<file path="src/rtl/flash_loader_pkg.sv">
// Shared types and helpers for the UART-driven program-memory loader.
package flash_loader_pkg;

  typedef enum logic [2:0] {
    IDLE,
    CLEAR,
    LEN,
    DATA,
    CSUM,
    DONE,
    ERROR
  } flash_state_t;

  typedef enum logic [1:0] {
    ERR_NONE    = 2'd0,
    ERR_CSUM    = 2'd1,
    ERR_LEN     = 2'd2,
    ERR_TIMEOUT = 2'd3
  } flash_err_t;

  localparam int unsigned BYTES_PER_WORD = 4;

  function automatic logic [31:0] word_addr(input logic [15:0] idx);
    return {14'b0, idx, 2'b00};
  endfunction

endpackage

</file>
<file path="src/rtl/flash_loader_byte_word_assembler.sv">
// Four-byte MSB-first shifter; word_done flags the byte that completes a word.
module byte_word_assembler
  import flash_loader_pkg::*;
(
  input  logic        clk,
  input  logic        rst,
  input  logic        clr,
  input  logic        byte_valid,
  input  logic [7:0]  byte_in,
  output logic [31:0] word_next,
  output logic        word_done
);

  logic [31:0] shift_q, shift_d;
  logic [1:0]  cnt_q, cnt_d;

  always_comb begin
    word_next = {shift_q[23:0], byte_in};
    word_done = byte_valid && (cnt_q == 2'(BYTES_PER_WORD - 1));
    shift_d   = shift_q;
    cnt_d     = cnt_q;
    if (clr) begin
      shift_d = '0;
      cnt_d   = '0;
    end else if (byte_valid) begin
      shift_d = word_next;
      cnt_d   = cnt_q + 2'd1;
    end
  end

  always_ff @(posedge clk or posedge rst) begin
    if (rst) begin
      shift_q <= '0;
      cnt_q   <= '0;
    end else begin
      shift_q <= shift_d;
      cnt_q   <= cnt_d;
    end
  end

endmodule

</file>
<file path="src/rtl/flash_loader.sv">
// In-system program loader: clear, length header, MSB-first words, XOR checksum.
module flash_loader
  import flash_loader_pkg::*;
#(
  parameter int unsigned MEM_WORDS      = 1024,
  parameter int unsigned TIMEOUT_CYCLES = 1000000
) (
  input  logic        clk,
  input  logic        rst,
  input  logic        flash_req,
  input  logic [7:0]  uart_data,
  input  logic        uart_received,
  output logic        mem_clear,
  output logic        mem_write_enable,
  output logic [31:0] mem_write_address,
  output logic [31:0] mem_write_data,
  output logic        core_hold,
  output logic        load_done,
  output logic        load_error,
  output logic [1:0]  error_code,
  output logic [15:0] words_loaded
);

  localparam int unsigned TW = $clog2(TIMEOUT_CYCLES + 1);

  flash_state_t     state_q, state_d;
  flash_err_t       err_q, err_d;
  logic             req_prev_q;
  logic [31:0]      len_q, len_d;
  logic [15:0]      idx_q, idx_d;
  logic [15:0]      wl_q, wl_d;
  logic [7:0]       csum_q, csum_d;
  logic [TW-1:0]    tmo_q, tmo_d;
  logic             clear_q, clear_d;
  logic             wen_q, wen_d;
  logic [31:0]      waddr_q, waddr_d;
  logic [31:0]      wdata_q, wdata_d;
  logic             hold_q, hold_d;
  logic             done_q, done_d;
  logic             fail_q, fail_d;

  logic             req_rise;
  logic             in_rx;
  logic             tmo_hit;
  logic             asm_clr;
  logic             asm_valid;
  logic [31:0]      asm_word;
  logic             asm_done;

  assign req_rise  = flash_req && !req_prev_q;
  assign in_rx     = (state_q == LEN) || (state_q == DATA) || (state_q == CSUM);
  assign tmo_hit   = (tmo_q == TW'(TIMEOUT_CYCLES - 1));
  assign asm_clr   = (state_q == IDLE);
  // A byte landing in the single CLEAR cycle is the first header byte, not noise.
  assign asm_valid = uart_received && flash_req &&
                     ((state_q == CLEAR) || (state_q == LEN) || (state_q == DATA));

  byte_word_assembler u_asm (
    .clk        (clk),
    .rst        (rst),
    .clr        (asm_clr),
    .byte_valid (asm_valid),
    .byte_in    (uart_data),
    .word_next  (asm_word),
    .word_done  (asm_done)
  );

  always_comb begin
    state_d = state_q;
    err_d   = err_q;
    len_d   = len_q;
    idx_d   = idx_q;
    wl_d    = wl_q;
    csum_d  = csum_q;
    wen_d   = 1'b0;
    waddr_d = waddr_q;
    wdata_d = wdata_q;

    unique case (state_q)
      IDLE: begin
        if (req_rise) begin
          state_d = CLEAR;
          err_d   = ERR_NONE;
          len_d   = '0;
          idx_d   = '0;
          wl_d    = '0;
          csum_d  = '0;
        end
      end
      CLEAR: begin
        state_d = flash_req ? LEN : IDLE;
      end
      LEN: begin
        if (!flash_req) begin
          state_d = IDLE;
        end else if (asm_done) begin
          len_d = asm_word;
          if (asm_word > MEM_WORDS) begin
            state_d = ERROR;
            err_d   = ERR_LEN;
          end else if (asm_word == '0) begin
            state_d = CSUM;
          end else begin
            state_d = DATA;
          end
        end else if (!uart_received && tmo_hit) begin
          state_d = ERROR;
          err_d   = ERR_TIMEOUT;
        end
      end
      DATA: begin
        if (!flash_req) begin
          state_d = IDLE;
        end else if (uart_received) begin
          csum_d = csum_q ^ uart_data;
          if (asm_done) begin
            wen_d   = 1'b1;
            wdata_d = asm_word;
            waddr_d = word_addr(idx_q);
            idx_d   = idx_q + 16'd1;
            wl_d    = wl_q + 16'd1;
            if ({16'd0, idx_q + 16'd1} == len_q) begin
              state_d = CSUM;
            end
          end
        end else if (tmo_hit) begin
          state_d = ERROR;
          err_d   = ERR_TIMEOUT;
        end
      end
      CSUM: begin
        if (!flash_req) begin
          state_d = IDLE;
        end else if (uart_received) begin
          if (uart_data == csum_q) begin
            state_d = DONE;
          end else begin
            state_d = ERROR;
            err_d   = ERR_CSUM;
          end
        end else if (tmo_hit) begin
          state_d = ERROR;
          err_d   = ERR_TIMEOUT;
        end
      end
      DONE, ERROR: begin
        if (!flash_req) begin
          state_d = IDLE;
          err_d   = ERR_NONE;
        end
      end
      default: begin
        state_d = IDLE;
        err_d   = ERR_NONE;
      end
    endcase
  end

  always_comb begin
    tmo_d = '0;
    if (in_rx && (state_d == state_q) && !uart_received) begin
      tmo_d = tmo_q + TW'(1);
    end
  end

  always_comb begin
    clear_d = (state_d == CLEAR);
    hold_d  = (state_d != IDLE);
    done_d  = (state_d == DONE);
    fail_d  = (state_d == ERROR);
  end

  always_ff @(posedge clk or posedge rst) begin
    if (rst) begin
      state_q    <= IDLE;
      err_q      <= ERR_NONE;
      req_prev_q <= 1'b0;
      len_q      <= '0;
      idx_q      <= '0;
      wl_q       <= '0;
      csum_q     <= '0;
      tmo_q      <= '0;
      clear_q    <= 1'b0;
      wen_q      <= 1'b0;
      waddr_q    <= '0;
      wdata_q    <= '0;
      hold_q     <= 1'b0;
      done_q     <= 1'b0;
      fail_q     <= 1'b0;
    end else begin
      state_q    <= state_d;
      err_q      <= err_d;
      req_prev_q <= flash_req;
      len_q      <= len_d;
      idx_q      <= idx_d;
      wl_q       <= wl_d;
      csum_q     <= csum_d;
      tmo_q      <= tmo_d;
      clear_q    <= clear_d;
      wen_q      <= wen_d;
      waddr_q    <= waddr_d;
      wdata_q    <= wdata_d;
      hold_q     <= hold_d;
      done_q     <= done_d;
      fail_q     <= fail_d;
    end
  end

  assign mem_clear         = clear_q;
  assign mem_write_enable  = wen_q;
  assign mem_write_address = waddr_q;
  assign mem_write_data    = wdata_q;
  assign core_hold         = hold_q;
  assign load_done         = done_q;
  assign load_error        = fail_q;
  assign error_code        = err_q;
  assign words_loaded      = wl_q;

endmodule

</file>
<file path="config.mk">
export PLATFORM = sky130hd
export DESIGN_NAME = flash_loader
export DESIGN_NICKNAME = d
export VERILOG_FILES = /design/src/rtl/flash_loader_pkg.sv /design/src/rtl/flash_loader_byte_word_assembler.sv /design/src/rtl/flash_loader.sv
export SDC_FILE = /design/constraint.sdc
export NUM_CORES = 1
export LEC_CHECK = 0
export ABC_CLOCK_PERIOD_IN_PS = 8950
export CORE_MARGIN = 2
export CORE_UTILIZATION = 56
export DETAILED_ROUTE_END_ITERATION = 7
export GPL_TIMING_DRIVEN = 0
export PLACE_DENSITY = 0.8
export SETUP_SLACK_MARGIN = 0.15
export SYNTH_ARGS = -nofsm -noshare
export SYNTH_HDL_FRONTEND = slang
export SYNTH_SLANG_ARGS = --single-unit
</file>
<file path="constraint.sdc">
create_clock -name clk -period 8.95 [get_ports clk]
set_clock_uncertainty 0.05 [all_clocks]
set_input_delay 2.2375 -clock clk [delete_from_list [all_inputs] [get_ports clk]]
set_output_delay 2.2375 -clock clk [all_outputs]
set_load 0.02 [all_outputs]
</file>
# Yosys cells after proc, flatten, opt, wreduce, memory -nomap -nowiden
# Index checks and enable logic that the tools add are counted.
# W data, S select, Z words.
totals:
  input_bits: 12
  regBits: 177
  output_inout_bits: 87
  elab_cells: 131
classes:
  n_reduce_logical: 25
  muxes: 56
  n_eq_ne: 26
  order_cmp: 1
  bitwise_logic: 2
  add_sub_neg: 4
ops:
  columns: ["operator", "n"]
  rows:
  - ["$mux W16", 7]
  - ["$mux W32", 3]
  - ["$pmux W16 S2", 2]
  - ["$pmux W32 S2", 1]
  - ["$mux W24", 2]
  - ["$mux W3", 14]
  - ["$add A16 B1 Y16 const B", 2]
  - ["$eq A16 B32 Y1", 1]
  - ["$gt A32 B11 Y1 const B", 1]
  - ["$logic_not A32 Y1", 1]
  - ["$mux W2", 16]
  - ["$mux W8", 3]
  - ["$add A20 B1 Y20 const B", 1]
  - ["$eq A20 B20 Y1 const B", 1]
  - ["$mux W20", 1]
  - ["$ne A2 B2 Y1 const B", 9]
  - ["$pmux W3 S6", 1]
  - ["$pmux W8 S2", 1]
  - ["$eq A3 B3 Y1 const B", 5]
  - ["$pmux W2 S6", 1]
  - ["$reduce_and A4 Y1", 3]
  - ["$reduce_and A10 Y1", 1]
  - ["$eq A8 B8 Y1", 1]
  - ["$xor A8 B8 Y8", 1]
  - ["17 further kinds", 35]

# Longest topological paths before layout
logic_depth:
  depth_word: 13
  depth_mapped: 11
  ltp_nobuf: 8

# By module
# A second synthesis with hierarchy kept.
unflattened:
  hier_cells: 932
  hier_area_um2: 8836.0
by_module_without_submodules:
  columns: ["module", "instances", "area_per_inst_um2", "cells_each", "seq_area_each_um2"]
  rows:
  - ["flash_loader", 1, 7677.4, 837, 3778.6]
  - ["byte_word_assembler", 1, 1158.6, 95, 650.6]

# Worst setup path before layout
# Ideal clock, no wire load.
synth_timing:
  kind: "input to register"
  from: "input port uart_received"
  to: "register tmo_q[18]"
  setup_ns: 0.126
  path_stages: 9
  arrival_ns: 4.042
  t_required_ns: 8.774
  path_buffers: 2
  path_slack_ns: 4.733
  cell_sequence: "buf_4 -> o21ai_2 -> or3_4 -> nand3b_1 -> a2111oi_1 -> o2111ai_2 -> o21ai_2 -> buf_4 -> a21oi_1"
synth_via:
  elab_chain_cells: 11
synth_rtl:
  columns: ["element", "line_no", "source"]
  rows:
  - ["from (decl)", "flash_loader.sv:12", "input logic uart_received,"]
  - ["$logic_and A1 B1 Y1 (2 in a row)", "flash_loader.sv:55", "assign asm_valid = uart_received && flash_req &&"]
  - ["$logic_and A1 B1 Y1", "flash_loader_byte_word_assembler.sv:19", "word_done = byte_valid && (cnt_q == 2'(BYTES_PER_WORD - 1));"]
  - ["$mux W3", "flash_loader.sv:116", "if (asm_done) begin"]
  - ["$mux W3", "flash_loader.sv:114", "end else if (uart_received) begin"]
  - ["$mux W3", "flash_loader.sv:112", "if (!flash_req) begin"]
  - ["$pmux W3 S6", "flash_loader.sv:79", "unique case (state_q)"]
  - ["$eq A3 B3 Y1", "flash_loader.sv:161", "if (in_rx && (state_d == state_q) && !uart_received) begin"]
  - ["$logic_and A1 B1 Y1", "flash_loader.sv:161", null]
  - ["$logic_and A1 B1 Y1 *", "flash_loader.sv:161", null]
  - ["$mux W20 *", "flash_loader.sv:161", null]
  - ["named net tmo_d[18]", "flash_loader.sv:33", "logic [TW-1:0] tmo_q, tmo_d;"]
  - ["to (signal assigned)", "flash_loader.sv:198", "tmo_q <= tmo_d;"]
  - ["to (decl)", "flash_loader.sv:33", null]
# The timed path passes the listed nets; every way through them passes the cells marked *.
# A chain may end at the register's enable or synchronous reset.

# Worst setup path in the final report
layout_timing:
  from: "input port flash_req"
  to: "register tmo_q[18]"
layout_via:
  elab_chain_cells: 11
layout_rtl:
  columns: ["element", "line_no", "source"]
  rows:
  - ["from (decl)", "flash_loader.sv:10", "input logic flash_req,"]
  - ["$logic_and A1 B1 Y1 (2 in a row)", "flash_loader.sv:55", null]
  - ["$logic_and A1 B1 Y1", "flash_loader_byte_word_assembler.sv:19", null]
  - ["$mux W3", "flash_loader.sv:116", null]
  - ["$mux W3", "flash_loader.sv:114", null]
  - ["$mux W3", "flash_loader.sv:112", null]
  - ["$pmux W3 S6 *", "flash_loader.sv:79", null]
  - ["$eq A3 B3 Y1 *", "flash_loader.sv:161", null]
  - ["$logic_and A1 B1 Y1 * (2 in a row)", "flash_loader.sv:161", null]
  - ["$mux W20 *", "flash_loader.sv:161", null]
  - ["named net tmo_d[18]", "flash_loader.sv:33", null]
# Marks and branches as above.

==> results by group <==
Run status
  • Status: finished, final reports clean

Power and ir drop
  • PD cells: slightly below 200 nW/um^2
  • VDD IR-drop max: about 150 uV
  • Leak pwr: between 4 and 5 nW

Finish
  • Area of the multi-input gates: roughly 3800 um^2
  • Area grow syn2layout: 19.8%
  • Final Non-Filler Cells: 1,270
  • Most frequent cells in the layout: nand2_1, dfrtp_1, o21ai_0
  • # diodes: 0
  • Post-layout util: 68.3%
  • Commonest non-fill, non-tap cell in the layout: nand2_1
  • Filler instances: 1,207
  • # nets final: ~1,100
  • Storage element area: between 4000 and 5000 um^2
  • Layout cells sized above 1: 8.32%

Drt
  • # DRC: 0
  • Antenna Nets Post-Route: 0
  • DR pass1 iterations: 5
  • Initial DRC count: about 590
  • DRT Wirelength: roughly 21,000 um
  • Vias: ~7,000
  • Wire per inst: about 17 um
  • Vias per cell: around 5.7

Synthesis
  • Ys Warns: 0
  • Top FF cell, synth: dfrtp_1
  • Seq/Total Area, Yosys: between 50% and 60%
  • Syn_area_per_cell: 8.98 um^2
  • Unique cell type count in the Yosys netlist: 65
  • Async set or reset register ratio after synthesis: 100%
  • Seq cells post-synth: around 180
  • Share of the synthesized area in the top cell type: 51.3%
  • Synthesized area: between 8000 and 9000 um^2
  • Synth area leaders: dfrtp_1, nand2_1, o21ai_0, xnor2_1, a22o_1
  • Biggest area consumer among synthesized cells: dfrtp_1
  • Post-synth EDFFs: 0
  • Syn Inst Count: about 960

Global routing
  • Met1 Use GR: 37.2%
  • Largest net degree at the start of global routing: ~130
  • M3 GR Usage: under 10%
  • Total track usage: 26.6%
  • Vias in the first global route: just under 7,000
  • GR peak layer: met2
  • Met2 layer usage reported by global route: a little over two fifths
  • Initial antenna violation count: 0
  • Gr ovfl total: 0
  • First-pass GRT wire length: ~35,000 um

Timing
  • PnR worst setup slack: about 4 ns
  • Min Hold Slack: around 0.42 ns
  • Final setup fails: 0
  • Worst slew margin: between 20% and 30%
  • Endpoints failing hold: 0
  • Unrepaired setup endpoints after global routing: no
  • Max Slew Vio Count: 0
  • Tightest Pin Transition: 1.12 ns
  • Final min period: approximately 4.8 ns
  • Fin crit share: between 50% and 60%
  • Peak Freq: approximately 210 MHz

Clock tree
  • Root Driver: clkbuf_16
  • Hold_buf cts: 0
  • Sink Count: 177
  • Clk pin slew, worst setup/hold paths: 0.06 ns
  • Number of CTS-inserted buffers: 17
  • CTS tree: done
  • Clock Latency Late Sink: 0.44 ns
  • H-tree levels: 4
  • Post-cts sizing count: 0
  • Clock Path Buffers: 2
  • Number of setup buffers added after CTS: 0

Worst setup path
  • Worst Setup End Kind: register
  • CP bufs+invs: 3
  • CP Class: input port to register
  • Required @ worst endpoint: between 9 and 10 ns
  • Worst-path fanout max: 10
  • Slowest stage delay, CP: between 0.5 and 0.6 ns
  • CP Cell Sequence: clkdlybuf4s50_1 > buf_4 > nand2_1 > or3_4 > nand3b_1 > a2111oi_1 > o2111ai_2 > o21ai_2 > buf_4 > a21oi_1
  • Startpoint Class: input port
  • CP Data Arrival Time: 5.11 ns
  • CP most frequent cell: buf_4
  • CP top delay family: compound AO/OA/AOI/OAI gates
  • Worst path slowest cell: clkdlybuf4s50_1

Placement
  • I/O Buffers: 73
  • GP Congestion: approximately 0.9
  • Dpl cells: approximately 1,200
  • DP Wirelength: 14,300 um
  • Pre-CTS setup slack: about 3.7 ns

Floorplan
  • DIE AREA: 16,400 um^2
  • Num rows: 45
  • Initial Utilization: between 50% and 60%
  • DIE WIDTH: ~130 um
  • Die Ht: 128 um
  • Core ar.: around 15,000 um^2
  • Num ports: just under 100

Job
  • Max-cap violation count: 0

Hold path
  • Hold WC Path Type: register to register
## synthesized netlist by cell type, types with 6 or more instances
| cell type | count |
|---|---|
| buf_4 | 23 |
| nand4_1 | 10 |
| a21oi_1 | 23 |
| nor3_1 | 16 |
| nand2_1 | 288 |
| nor4_1 | 14 |
| nand2b_1 | 7 |
| nor2_1 | 42 |
| xnor2_1 | 31 |
| o31ai_1 | 6 |
| o21ai_0 | 90 |
| nand3_1 | 20 |
| clkbuf_1 | 46 |
| and3_1 | 7 |
| inv_1 | 12 |
| or3_1 | 6 |
| a21oi_2 | 10 |
| dfrtp_1 | 177 |
| xor2_1 | 27 |
| a22o_1 | 27 |
## worst register-to-register path: stages (launching register included)
cell and delay (ns):
dfrtp_1 0.44, ha_1 0.19, clkbuf_1 0.24, nand3_1 0.38
nor3_1 0.29, a21oi_1 0.07, a221oi_1 0.35, o2111ai_2 0.24
o21ai_2 0.33, buf_4 0.26, a21oi_1 0.08
## report_power, final
part / internal [mW] / total [mW] / leakage (nW) / switching (mW)
sequential: 0.833 / 0.867 / 2.46 / 0.0336
combinational: 0.105 / 0.321 / 1.96 / 0.216
clock: 0.502 / 0.819 / 0.312 / 0.317
total: 1.44 / 2.01 / 4.73 / 0.567
## registers in the layout (all words and copies together) (netlist names)
signal,cells
load_error,1
mem_write_address,16
mem_write_enable,1
req_prev_q,1
len_q,32
mem_write_data,32
core_hold,1
u_asm.shift_q,24
state_q,3
load_done,1
u_asm.cnt_q,2
error_code,2
idx_q,16
csum_q,8
words_loaded,16
mem_clear,1
tmo_q,20
## area by class of cell
| cell class | instances | area share (%) |
|---|---|---|
| Buffer | 80 | 3.96 |
| Clock buffer | 18 | 4.25 |
| Clock inverter | 13 | 2.03 |
| Inverter | 13 | 0.544 |
| Multi-Input combinational cell | 707 | 36.8 |
| Sequential cell | 177 | 42.8 |
| Tap cell | 188 | 2.27 |
| Timing Repair Buffer | 74 | 7.33 |
## metal layers
layer | share of wire [%] | vias up
met5 | 0 | -
met3 | 6.1 | 39
li1 | - | 3445
met1 | 45 | 3429
met2 | 47 | 283
met4 | 2.6 | 0
## final timing paths
check / to / cells past startpoint / slack [ns] / start
max: tmo_q[18] / 10 / 4.11 / flash_req
min: mem_write_data[31] / 2 / 0.42 / mem_write_data[31]
max reg2reg: tmo_q[18] / 10 / 5.92 / idx_q[1]
min reg2reg: mem_write_data[31] / 2 / 0.42 / mem_write_data[31]
max in group asynchronous: load_done / 3 / 5.76 / rst
min in group asynchronous: words_loaded[12] / 2 / 2.16 / rst
## through the flow
stage	area, um^2	TNS (ns)	power [mW]
6_report	10300	0	2.01
5_1_grt	10300	0	2.08
4_1_cts	10300	0	2.01
3_5_place_dp	9690	0	1.20
3_3_place_gp	9660	-59.88	1.19
2_1_floorplan	8690	0	1.10
## kinds of logic (layout without fill, tap and decap cells)
group / count (synthesis) / count (layout) / synth area share [%]
and+or+nand+nor: 437 / 437 / 22.6
AOI/OAI and AO/OA: 189 / 189 / 14.0
DFF: 177 / 177 / 51.3
buffers and inverters: 93 / 198 / 5.30
xor gates and xnor gates: 58 / 58 / 5.88
adders and majority gates: 4 / 4 / 0.579
muxes: 3 / 3 / 0.377
other: 1 / 16 / 0.0434
Power figures use the tool's default switching activity.
